**src/rtl/phase_sel.sv**
```systemverilog
// Phase tap selector: steps a tap index up or down with a lock-out after each step.
// Define PHASE_SEL_ACCUM_EN to require THRESH net votes before each step.
module phase_sel #(
   parameter int N_PHASES = 8,
   parameter int SEL_W    = $clog2(N_PHASES),
   parameter int HOLDOFF  = 4,
   parameter int INIT_SEL = 0,
   parameter int THRESH   = 3
) (
   input  logic                clk,
   input  logic                rst_n,
   input  logic [N_PHASES-1:0] phases,
   input  logic                req_valid,
   input  logic                req_dir,
   output logic                req_ready,
   output logic [SEL_W-1:0]    sel,
   output logic                out,
   output logic                wrap
);
   localparam int               CNT_W     = $clog2(HOLDOFF + 1);
   localparam logic [SEL_W-1:0] LAST      = SEL_W'(N_PHASES - 1);
   localparam logic [SEL_W-1:0] INIT      = SEL_W'(INIT_SEL);
   localparam logic [CNT_W-1:0] HOLD_LOAD = CNT_W'(HOLDOFF);

   if (N_PHASES < 2 || HOLDOFF < 1 || INIT_SEL < 0 || INIT_SEL >= N_PHASES || THRESH < 1)
   begin : g_param_check
      $error("phase_sel: illegal parameter set");
   end

   typedef enum logic {IDLE, HOLD} state_t;

   state_t           state;
   logic [CNT_W-1:0] cnt;
   logic             accept;
   logic             do_step;
   logic             step_up;
   logic             crosses;
   logic [SEL_W-1:0] sel_next;

   // Handshake: a request transfers on a rising edge where req_valid and req_ready
   // are both 1. req_ready comes from registered state only and is low in reset.
   assign req_ready = rst_n && (state == IDLE);
   assign accept    = req_valid && req_ready;

`ifdef PHASE_SEL_ACCUM_EN
   localparam int ACC_W = $clog2(THRESH) + 1;

   logic signed [ACC_W-1:0] acc;
   int                      acc_sum;

   // Sum is formed wide so reaching +/-THRESH never has to be stored.
   always_comb begin
      acc_sum = int'(acc);
      if (accept) begin
         acc_sum = req_dir ? acc_sum + 1 : acc_sum - 1;
      end
   end

   assign do_step = accept && (acc_sum >= THRESH || acc_sum <= -THRESH);
   assign step_up = (acc_sum > 0);
`else
   assign do_step = accept;
   assign step_up = req_dir;
`endif

   // Explicit wrap compares keep sel below N_PHASES for non-power-of-two tap counts.
   always_comb begin
      sel_next = '0;
      crosses  = 1'b0;
      if (step_up) begin
         crosses  = (sel == LAST);
         sel_next = crosses ? '0 : sel + SEL_W'(1);
      end else begin
         crosses  = (sel == '0);
         sel_next = crosses ? LAST : sel - SEL_W'(1);
      end
   end

   always_ff @(posedge clk or negedge rst_n) begin
      if (!rst_n) begin
         state <= IDLE;
         cnt   <= '0;
         sel   <= INIT;
         out   <= 1'b0;
         wrap  <= 1'b0;
`ifdef PHASE_SEL_ACCUM_EN
         acc   <= '0;
`endif
      end else begin
         out  <= phases[sel];
         wrap <= 1'b0;
         case (state)
            IDLE: begin
               if (do_step) begin
                  sel   <= sel_next;
                  wrap  <= crosses;
                  state <= HOLD;
                  cnt   <= HOLD_LOAD;
               end
            end
            HOLD: begin
               if (cnt <= CNT_W'(1)) begin
                  state <= IDLE;
                  cnt   <= '0;
               end else begin
                  cnt <= cnt - CNT_W'(1);
               end
            end
            default: begin
               state <= IDLE;
               cnt   <= '0;
            end
         endcase
`ifdef PHASE_SEL_ACCUM_EN
         if (accept) begin
            acc <= do_step ? '0 : ACC_W'(acc_sum);
         end
`endif
      end
   end
endmodule

```
**config.mk**
```make
export PLATFORM = sky130hd
export DESIGN_NAME = phase_sel
export DESIGN_NICKNAME = d
export VERILOG_FILES = /design/src/rtl/phase_sel.sv
export SDC_FILE = /design/constraint.sdc
export NUM_CORES = 1
export LEC_CHECK = 0
export ABC_AREA = 0
export CAP_MARGIN = 20
export CORE_UTILIZATION = 35
export CTS_CLUSTER_DIAMETER = 40
export DETAILED_ROUTE_END_ITERATION = 10
export REMOVE_ABC_BUFFERS = 1
export SYNTH_ARGS = -nofsm -noshare
export SYNTH_HDL_FRONTEND = slang
export SYNTH_SLANG_ARGS = --single-unit
```
**constraint.sdc**
```tcl
create_clock -name clk -period 2.2 [get_ports clk]
set_input_delay 0.22 -clock clk [delete_from_list [all_inputs] [get_ports clk]]
set_output_delay 0.22 -clock clk [all_outputs]
set_load 0.005 [all_outputs]
```
==> results of run 1 <==
-- synthesized netlist by cell type, drive strengths merged --
cell type / count
and3b: 1
nor3: 1
mux4: 2
a31oi: 1
o21ai: 4
xnor2: 1
or3: 1
dfrtp: 9
a21oi: 3
ha: 5
inv: 4
nor2b: 1
nand3b: 1
a2bb2oi: 1
nor2: 2
nand2: 12
nand3: 1
mux2i: 1
-- final cells by class --
type | instances | area, µm²
repair buffers | 18 | 178
fillers | 116 | 596
inverters | 4 | 15.0
flip-flops and latches | 9 | 225
clock buffers | 4 | 26.3
multi-input cells | 38 | 275
well taps | 15 | 18.8
-- kinds of logic after synthesis --
family | after synthesis
buf+inv | 4
mux | 3
fa+ha+maj | 5
xor+xnor | 1
flops | 9
simple gates | 20
compound gates | 9
-- worst min-delay path by stage --
stage              to  slack, ns  cells after the start
2_1_floorplan  cnt[0]      -0.08                      0
3_3_place_gp   cnt[0]       0.48                      1
3_5_place_dp   cnt[0]       0.49                      1
4_1_cts        cnt[2]       0.27                      2
5_1_grt        sel[0]       0.28                      2
6_report       sel[0]       0.27                      2
-- per-layer routing --
layer,vias up,track usage,wire length (µm)
met2,12,0.163,395
met1,185,0.214,486
met3,4,0.0500,49
met4,0,0.125,26
met5,-,0,0
li1,222,-,-
-- power groups by stage --
stage	sequential, mW	clock, mW	combinational, mW
6_report	0.319	0.125	0.377
3_3_place_gp	0.321	0	0.376
2_1_floorplan	0.304	0	0.229
4_1_cts	0.320	0.132	0.382
5_1_grt	0.334	0.142	0.444
3_5_place_dp	0.323	0	0.380
-- state kept, by name, summed over array words and instances (netlist names) --
signal and count:
wrap 1, sel 3, out 1, cnt 3, state 1
-- metrics by stage --
stage	utilization	setup slack [ns]
6_report	0.553	0.664
4_1_cts	0.553	0.647
5_1_grt	0.553	0.584
3_3_place_gp	0.534	0.659
2_1_floorplan	-	0.971
3_5_place_dp	0.534	0.662
-- worst register-to-register path: stages (launching register included) --
cell                      delay (ns)
sky130_fd_sc_hd__dfrtp_1        0.50
sky130_fd_sc_hd__mux4_1         0.60
sky130_fd_sc_hd__nand2_1        0.09
sky130_fd_sc_hd__nand2_1        0.05
==> summary by stage, run 1 <==
Run status
The flow ran to the end, and the final reports show no timing, DRC or antenna violations.

Clock network
The number of gates resized after cts is 0. The clock root buffer master is sky130_fd_sc_hd__clkbuf_4. In this run the number of H-tree levels came out at 1. TritonCTS built the clock tree. The number of clock buffers added by TritonCTS is 3. The number of hold buffers added after CTS was 0. The clock latency of the later-clocked register in the worst-skew pair is 0.26 ns. The clock passes through at most 2 buffers.

After clock tree synthesis, the setup repair step added 0 buffers. The clock net in this run drives a total of 9 sinks. The clock-pin slew on the worst setup and hold paths is 0.06 ns.

Placed design
In this run the tool buffered the top-level ports with 17 buffer cells. Once detailed placement completed, the half-perimeter wirelength came to 750 µm. In this run the cell area measured after placement is 712 µm². Routability-driven placement finished with a final weighted congestion of 0.734. The cell count after placement is 84.

Floorplanning
The area inside the core boundary is 1330 µm². The die is 40.4 µm wide. For this design the top-level I/O count stands at 18. The initial cell density of the core is 0.386.

The vertical extent of the die is 40.4 µm. The total number of placement rows is 13. The floorplan step defined a die boundary enclosing 1630 µm².

Synthesis
sky130_fd_sc_hd__dfrtp_1 takes more of the synthesized area than any other cell. During synthesis, Yosys emitted a total of 0 warnings. Summing every instance area after synthesis gives 515 µm². A synthesized cell averages 10.1 µm².

Measured against the total synthesized area, the mux share comes to 0.121. The fraction of the yosys area taken by sequential cells is 0.437. The number of synthesized register bits is 9. After synthesis, the largest family of logic cells by area is simple AND/OR/NAND/NOR gates. Of the total synthesized cell area, the portion taken by full adders, half adders and majority gates is 0.121. The share of synthesized cell area in and, or, nand and nor gates is 0.177. The share of the synthesized area in compound gates (AO/OA/AOI/OAI) is 0.0971.

After synthesis, the cell types taking the most area are sky130_fd_sc_hd__dfrtp_1 44%, sky130_fd_sc_hd__ha_1 12%, sky130_fd_sc_hd__mux4_1 10%. The xor/xnor cell area share of the yosys netlist is 0.0170. The fraction of synthesized cell area taken by the top area cell type is 0.437. The number of standard cells after synthesis is 51. The distinct cell type count of the synthesized netlist is 18.

Detailed routing
The via count of the routed design is 423. The final layout contains routed wiring with a total length of 957 µm. Once detail routing completed, the nets flagged for antenna violations numbered 0. The average wire per standard cell is 10.9 µm.

In this run, the number of DRC markers left after iteration 0 of detailed routing was 10. The vias per cell is 4.81. The remaining design rule violation count is 0. The number of iterations in the first detailed-routing pass is 4.

Timing
The setup total negative slack is 0 ns. At the pin with the least slew margin, the transition time is 0.293 ns. Hold is met by 0.273 ns. The achievable clock frequency is 651 MHz. For the finished layout, the period the worst path requires is 1.54 ns. Setup repair after global routing left no endpoint under its margin.

The final hold violation count came to 0. The final setup violation count is 0. The number of pins with negative max-slew slack in the final report is 0.

The clock skew after layout is 0.00433 ns. The final cycle utilization of the critical path is 0.698. The worst slew slack as a fraction of its limit is 0.803.

Worst setup path
The slowest stage of the critical path is the sky130_fd_sc_hd__clkdlybuf4s50_1 cell. The depth of the worst register-to-register path is 3. In this run the number of cells on the critical path is 1. STA classifies the critical path endpoint as an output pin. Counting both buffers and inverters, the worst setup path holds a total of 1. The startpoint of the worst register-to-register path is sel[0]. The most critical setup path has its startpoint at sel[0]. The endpoint identified for the worst register-to-register timing path is out.

The register-to-register setup slack is 0.86 ns. The startpoint class of the critical path is a flip-flop. The critical path goes through clkdlybuf4s50_1. The largest single stage delay on the critical path is 0.56 ns.

At the worst endpoint, the required time is 1.98 ns. The cell class contributing the biggest share of worst-path delay is buffers and inverters. Of all nets on the critical path, the largest fanout is 7. The critical path arrival is 1.32 ns.

The destination of the critical timing path is sel[0]. The setup path with the least slack is of type reg -> out.

Pwr
The reported net switching power is 0.291 mW. Of the total power, registers draw 0.389. The share of total power dissipated in the clock network is 0.152. The combinational cell fraction of total power is 0.459. The leakage component of the power is 0.339 nW. The completed layout was analyzed and its total power is 0.820 mW. Cell internal power was estimated by the tool at 0.529 mW.

The worst supply voltage drop on vdd is 0.000569 V. The switching share of total power is 0.355. Dividing total power by cell area gives a power density of 1110 nW/µm².

Global routing
The via count of the first global-routing pass came to 342. The initial antenna violation count came to 0. The overall routing resource usage is 0.147. Entering global routing, the biggest net connects 13 pins. The first global-routing pass estimated 1.50 mm of wire.

The final global-route overflow total is 0.

Final layout
The number of antenna cells inserted is 0. Once layout is done, the placed cells without fillers occupy 738 µm². The post-synthesis to final-layout area growth is 43.2%. In the layout the commonest cells are 17 x sky130_fd_sc_hd__clkdlybuf4s50_1, 12 x sky130_fd_sc_hd__nand2_1, 9 x sky130_fd_sc_hd__dfrtp_1. The net count reported at finish is 91. The layout cell share with drive strength beyond 1 is 0.0548. Leaving out fill and tap cells, the most frequent cell in the layout is sky130_fd_sc_hd__clkdlybuf4s50_1.

The non-filler instance count after layout is 88.

Flow run
The number of max-cap violations is 0.

Hold path
The min-delay analysis places its worst path in the category in -> async.
Note: power is estimated with default switching activity, not from simulation.
==> run 2, diff against run 1 <==
PLACE_DENSITY = 0.67   (was not set)
clock period = 1.3 ns   (was 2.2 ns; I/O delays follow)
==> summary by stage, run 2 (synthesis results as in run 1) <==
Run status
Run status: complete, no violations (unchanged).

Timing
The achievable clock frequency is 797 MHz. The final setup violation count came to 0 (unchanged). The worst-case hold slack is 0.138 ns (was 0.273 ns). The clock skew after layout came to 0.000414 ns (was 0.00433 ns).

The worst-margin pin slew is 0.289 ns (was 0.293 ns). Dividing the final minimum period by the clock period gives 0.965. The number of pins with negative max-slew slack in the final report is 0 (unchanged). The worst slew slack as a fraction of its limit is 0.805 (was 0.803). The final hold violation count was 0 (unchanged). After layout, the minimum clock period comes to 1.26 ns.

Floorplanning
The boundary pin count is 18 (unchanged). The vertical extent of the die came to 40.4 µm (unchanged). The total number of placement rows was 13 (unchanged).

The area of the die is 1630 µm² (unchanged). The initial cell density of the core was 0.386 (unchanged). The horizontal die dimension was 40.4 µm (unchanged). The area inside the core boundary came to 1330 µm² (unchanged).

Placed design
The placer's final routability congestion estimate is 0.765 (was 0.734). The count of input and output buffers came to 17 (unchanged).

Worst setup path
Worst-path cell chain: mux4_1 > nand2_1 > nand2_1 (was clkdlybuf4s50_1). The register-to-register setup slack was 0.04 ns (was 0.86 ns). The cell with the largest stage delay on the worst path is sky130_fd_sc_hd__mux4_1 (was sky130_fd_sc_hd__clkdlybuf4s50_1).

The critical path arrival is 1.41 ns (was 1.32 ns). The most frequent cell on the critical path is sky130_fd_sc_hd__nand2_1. The end of the worst register-to-register path is out (unchanged). The depth of the worst register-to-register path is 3 (unchanged). The largest stage delay on the critical path is 0.58 ns (was 0.56 ns). The startpoint class of the critical path is a flip-flop (unchanged). The class of the most critical setup path is reg -> reg (was reg -> out). The data required time at the worst endpoint is 1.46 ns (was 1.98 ns). The kind of capture point of the worst setup path is a flip-flop (was output pin). The startpoint of the worst register-to-register path was sel[0] (unchanged). The top fanout value on the critical path is 6 (was 7).

Clock network
The CTS H-tree depth is 1 (unchanged). The CTS tree is yes (unchanged). The clock root buffer master is sky130_fd_sc_hd__clkbuf_4 (unchanged). The maximum clock insertion buffer count is 2 (unchanged). The hold buffer count at CTS came to 0 (unchanged). The clock-pin slew on the worst setup and hold paths is 0.06 ns (about the same). The number of clock sinks was 9 (unchanged). The clock latency of the later-clocked register in the worst-skew pair is 0.26 ns (about the same).

The CTS buffer count is 3 (unchanged).

Final layout
The net count reported at finish is 97 (was 91). The share of the core filled with cells is 0.598 (was 0.553). The number of antenna cells inserted was 0 (unchanged). Largest registers: cnt x3, sel x3 (unchanged).

The most common cell after layout, fill and taps aside was sky130_fd_sc_hd__clkdlybuf4s50_1 (unchanged). The post-synthesis to final-layout area growth is 54.6% (was 43.2%). The layout cell share with drive strength beyond 1 was 0.190 (was 0.0548). Commonest cells after routing, fill and taps aside: 14 x sky130_fd_sc_hd__clkdlybuf4s50_1, 12 x sky130_fd_sc_hd__nand2_1, 7 x sky130_fd_sc_hd__dfrtp_1, 7 x sky130_fd_sc_hd__buf_4 (was 17 x sky130_fd_sc_hd__clkdlybuf4s50_1, 12 x sky130_fd_sc_hd__nand2_1, 9 x sky130_fd_sc_hd__dfrtp_1).

Global routing
The via count of the first global-routing pass was 374 (was 342). The initial antenna violation count was 0 (unchanged). The maximum number of pins on one net before global-route repair is 10 (was 13). The overall routing resource usage was 0.163 (was 0.147).

The first-pass GRT wire length is 1.61 mm (was 1.50 mm). The final global-route overflow total is 0 (unchanged).

Detailed routing
The vias per cell is 4.96 (was 4.81). The detailed router's first-iteration violation count is 10 (unchanged). The final routed wirelength across all metal layers was 1.11 mm (was 957 µm). The number of iterations in the first detailed-routing pass was 4 (unchanged). The average wire per standard cell came to 11.8 µm (was 10.9 µm).

The final antenna-violating net count is 0 (unchanged). The remaining design rule violation count was 0 (unchanged). The via count of the routed design is 466 (was 423).

Hold path
The classification of the worst-slack hold path is in -> async (unchanged).

Pwr
The worst supply voltage drop on vdd came to 0.000859 V (was 0.000569 V). The total power was 1.51 mW (was 0.820 mW). The areal power density over the cells was 1900 nW/µm² (was 1110 nW/µm²). The leakage component of the power was 0.369 nW (was 0.339 nW).

Flow run
The number of max-cap violations is 0 (unchanged).
run 2: changes by cell type in the layout (fill, tap and decap cells not counted), sizes merged:
cell / delta
buf: +6
clkdlybuf4s50: -3
dlygate4sd2: +3
run 2: repair_timing:
item                       CTS  global route
setup endpoints to repair    6             3
buffers inserted             3             0
resized for setup            5             4
pin swaps                    0             2
gates cloned                 0             0
hold endpoints to repair     0             0
run 2: critical path: cells and delay by family, from the launching register on:
family	cells	cell delay, ns
simple gates	2	0.14
mux	1	0.58
flops	1	0.44
run 2: metrics by stage:
stage / setup TNS (ns) / cells / instance area (µm²) / setup slack, ns
floorplan: 0 / 51 / 515 / 0.0706
global placement: -0.0592 / 87 / 734 / -0.0592
detailed placement: -0.0934 / 87 / 734 / -0.0559
CTS: 0 / 94 / 782 / 0.0109
global route: -0.00359 / 94 / 797 / -0.00359
finish: 0 / 94 / 797 / 0.0449
run 2: routing by layer:
| metal | global-route usage | part of all wire | up-vias |
|---|---|---|---|
| met5 | 0 | 0 | - |
| met4 | 0.125 | 0.029 | 0 |
| met3 | 0.0500 | 0.036 | 4 |
| met2 | 0.214 | 0.51 | 12 |
| met1 | 0.218 | 0.42 | 218 |
| li1 | - | - | 232 |
run 2: layout make-up:
| cell class | count | area [µm²] |
|---|---|---|
| fillers | 114 | 537 |
| multi-input cells | 38 | 290 |
| flip-flops and latches | 9 | 228 |
| repair buffers | 24 | 219 |
| clock buffers | 4 | 26.3 |
| well taps | 15 | 18.8 |
| inverters | 4 | 15.0 |
run 2: where the power goes:
group          switching [mW]  internal, mW
sequential             0.0948         0.407
clock                   0.102         0.119
combinational           0.337         0.453
total                   0.533         0.979
run 2: worst max-delay path by stage:
stage	start	endpoint	slack (ns)	cells after the start
3_5_place_dp	rst_n	req_ready	-0.06	3
2_1_floorplan	sel[0]	out	0.07	3
6_report	sel[0]	out	0.04	3
5_1_grt	sel[0]	sel[0]	-0.004	5
4_1_cts	sel[0]	sel[2]	0.01	4
3_3_place_gp	rst_n	req_ready	-0.06	3
==> run 3, diff against run 2 <==
SKIP_LAST_GASP = 1   (was not set)
==> summary by stage, run 3 (synthesis results as in run 1) <==
Run status
Run status: complete, but fails checks (was complete, no violations). The checks that failed: negative setup slack.

Timing
Setup repair after global routing could not meet its margin everywhere. The final hold violation count is 0 (unchanged). The clock skew after layout is 0.000441 ns (was 0.000414 ns).

The worst path setup slack after routing was -0.00842 ns (was 0.0449 ns). The worst-margin pin slew came to 0.289 ns (unchanged). The final cycle utilization of the critical path came to 1.01 (was 0.965). The worst slew slack as a fraction of its limit was 0.805 (unchanged). The setup total negative slack is -0.00842 ns (was 0 ns). The achievable clock frequency is 764 MHz (was 797 MHz). The final setup violation count is 1 (was 0). The minimum period implied by the final worst setup slack is 1.31 ns (was 1.26 ns). The number of pins with negative max-slew slack in the final report came to 0 (unchanged).

Clock network
The CTS H-tree depth is 1 (unchanged). The hold buffer count at CTS was 0 (unchanged). The clock root buffer master was sky130_fd_sc_hd__clkbuf_4 (unchanged). The clock latency of the later-clocked register in the worst-skew pair is 0.26 ns (about the same).

The number of clock sinks is 9 (unchanged). The CTS tree was yes (unchanged). The maximum clock insertion buffer count was 2 (unchanged).

The CTS buffer count is 3 (unchanged). The clock-pin slew on the worst setup and hold paths is 0.06 ns (about the same).

Placed design
The placer's final routability congestion estimate came to 0.765 (unchanged). The count of input and output buffers was 17 (unchanged). The post-place setup slack was -0.0559 ns (unchanged). The cell count after placement is 87 (unchanged).

Worst setup path
The top fanout value on the critical path is 6 (unchanged). The largest stage delay on the critical path is 0.53 ns (was 0.58 ns). The cell class contributing the biggest share of worst-path delay is multiplexers (unchanged). The data required time at the worst endpoint came to 1.46 ns (about the same). The buffer and inverter count on the worst path came to 1 (was 0). The startpoint class of the critical path is a flip-flop (unchanged). Worst-path cell chain: buf_4 > mux4_1 > nand2_1 > nand2_1 (was mux4_1 > nand2_1 > nand2_1). The cell with the largest stage delay on the worst path is sky130_fd_sc_hd__mux4_1 (unchanged). The kind of capture point of the worst setup path is a flip-flop (unchanged). The class of the most critical setup path is reg -> reg (unchanged). The most frequent cell on the critical path is sky130_fd_sc_hd__nand2_1 (unchanged). The critical path arrival is 1.46 ns (was 1.41 ns).

Pwr
The total power came to 1.53 mW (was 1.51 mW). The leakage component of the power is 0.382 nW (was 0.369 nW). The worst supply voltage drop on vdd is 0.000854 V (was 0.000859 V). The areal power density over the cells came to 1900 nW/µm² (about the same).

Detailed routing
The via count of the routed design is 465 (was 466). The average wire per standard cell is 11.5 µm (was 11.8 µm). The number of iterations in the first detailed-routing pass is 4 (unchanged). The detailed router's first-iteration violation count is 12 (was 10). The remaining design rule violation count is 0 (unchanged). The vias per cell is 4.89 (was 4.96).

The final routed wirelength across all metal layers was 1.09 mm (was 1.11 mm). The final antenna-violating net count was 0 (unchanged).

Global routing
The maximum number of pins on one net before global-route repair came to 10 (unchanged). The via count of the first global-routing pass is 374 (unchanged). The first-pass GRT wire length is 1.61 mm (unchanged). The overall routing resource usage is 0.163 (unchanged).

The final global-route overflow total came to 0 (unchanged). The initial antenna violation count is 0 (unchanged).

Floorplanning
The vertical extent of the die is 40.4 µm (unchanged). The horizontal die dimension was 40.4 µm (unchanged). The boundary pin count was 18 (unchanged).

The area of the die is 1630 µm² (unchanged). The total number of placement rows came to 13 (unchanged). The area inside the core boundary is 1330 µm² (unchanged).

The initial cell density of the core was 0.386 (unchanged).

Final layout
The share of the core filled with cells came to 0.604 (was 0.598). The layout cell share with drive strength beyond 1 is 0.188 (was 0.190). Commonest cells after routing, fill and taps aside: 14 x sky130_fd_sc_hd__clkdlybuf4s50_1, 12 x sky130_fd_sc_hd__nand2_1, 8 x sky130_fd_sc_hd__buf_4 (was 14 x sky130_fd_sc_hd__clkdlybuf4s50_1, 12 x sky130_fd_sc_hd__nand2_1, 7 x sky130_fd_sc_hd__dfrtp_1, 7 x sky130_fd_sc_hd__buf_4). Largest registers: cnt x3, sel x3 (unchanged). The most common cell after layout, fill and taps aside is sky130_fd_sc_hd__clkdlybuf4s50_1 (unchanged).

The net count reported at finish is 98 (was 97). The non-filler instance count after layout is 95 (was 94). The number of antenna cells inserted is 0 (unchanged). The post-synthesis to final-layout area growth was 56.3% (was 54.6%).

Flow run
The number of max-cap violations is 0 (unchanged).

Hold path
The classification of the worst-slack hold path is in -> async (unchanged).
==> run 3: cell types whose count changed in the layout (fill, tap and decap cells not counted), sizes merged <==
cell          change
dlygate4sd2       -1
buf               +1
dlymetal6s2s      +1
==> run 3: path summary, 6_finish.rpt <==
| kind | start | endpoint | slack, ns | depth (start not counted) |
|---|---|---|---|---|
| hold / removal | rst_n | sel[2] | 0.14 | 2 |
| max in group asynchronous | rst_n | sel[0] | 0.86 | 3 |
| setup reg to reg | sel[0] | out | -0.008 | 4 |
| min in group clk | cnt[0] | cnt[0] | 0.50 | 1 |
| hold reg to reg | cnt[0] | cnt[0] | 0.50 | 1 |
| setup / recovery | sel[0] | out | -0.008 | 4 |
==> run 3: power by group <==
part,internal [mW],switching [mW]
Combinational,0.475,0.343
Sequential,0.407,0.0911
Clock,0.118,0.0999
Total,1.00,0.534
==> run 3: per-layer routing <==
layer  vias to the layer above  global-route usage  share of wire
li1                        236                   -              -
met1                       217               0.218           0.46
met2                        10               0.214           0.50
met3                         2              0.0500          0.031
met4                         0               0.125          0.017
met5                         -                   0              0
==> run 3: layout make-up <==
type                    count  area [µm²]
flip-flops and latches      9         228
inverters                   4        15.0
multi-input cells          38         288
well taps                  15        18.8
fillers                   110         528
repair buffers             25         230
clock buffers               4        26.3
==> run 3: stage by stage <==
| step | area [µm²] | hold slack, ns |
|---|---|---|
| after detailed placement | 734 | 0.410 |
| after global placement | 734 | 0.414 |
| after floorplan | 515 | -0.166 |
| after global routing | 806 | 0.141 |
| final | 806 | 0.140 |
| after CTS | 783 | 0.130 |
==> run 3: timing repair <==
| action | in CTS | in global routing |
|---|---|---|
| setup buffers | 3 | 1 |
| endpoints found under the setup margin | 6 | 4 |
| resized for setup | 4 | 4 |
| hold endpoints to repair | 0 | 0 |
| pin swaps | 0 | 1 |
==> run 3: worst register-to-register path, delay by kind of cell (launching register included) <==
family,cells,cell delay [ns]
AND/OR/NAND/NOR,2,0.12
flip-flops,1,0.43
multiplexers,1,0.53
buffers and inverters,1,0.13
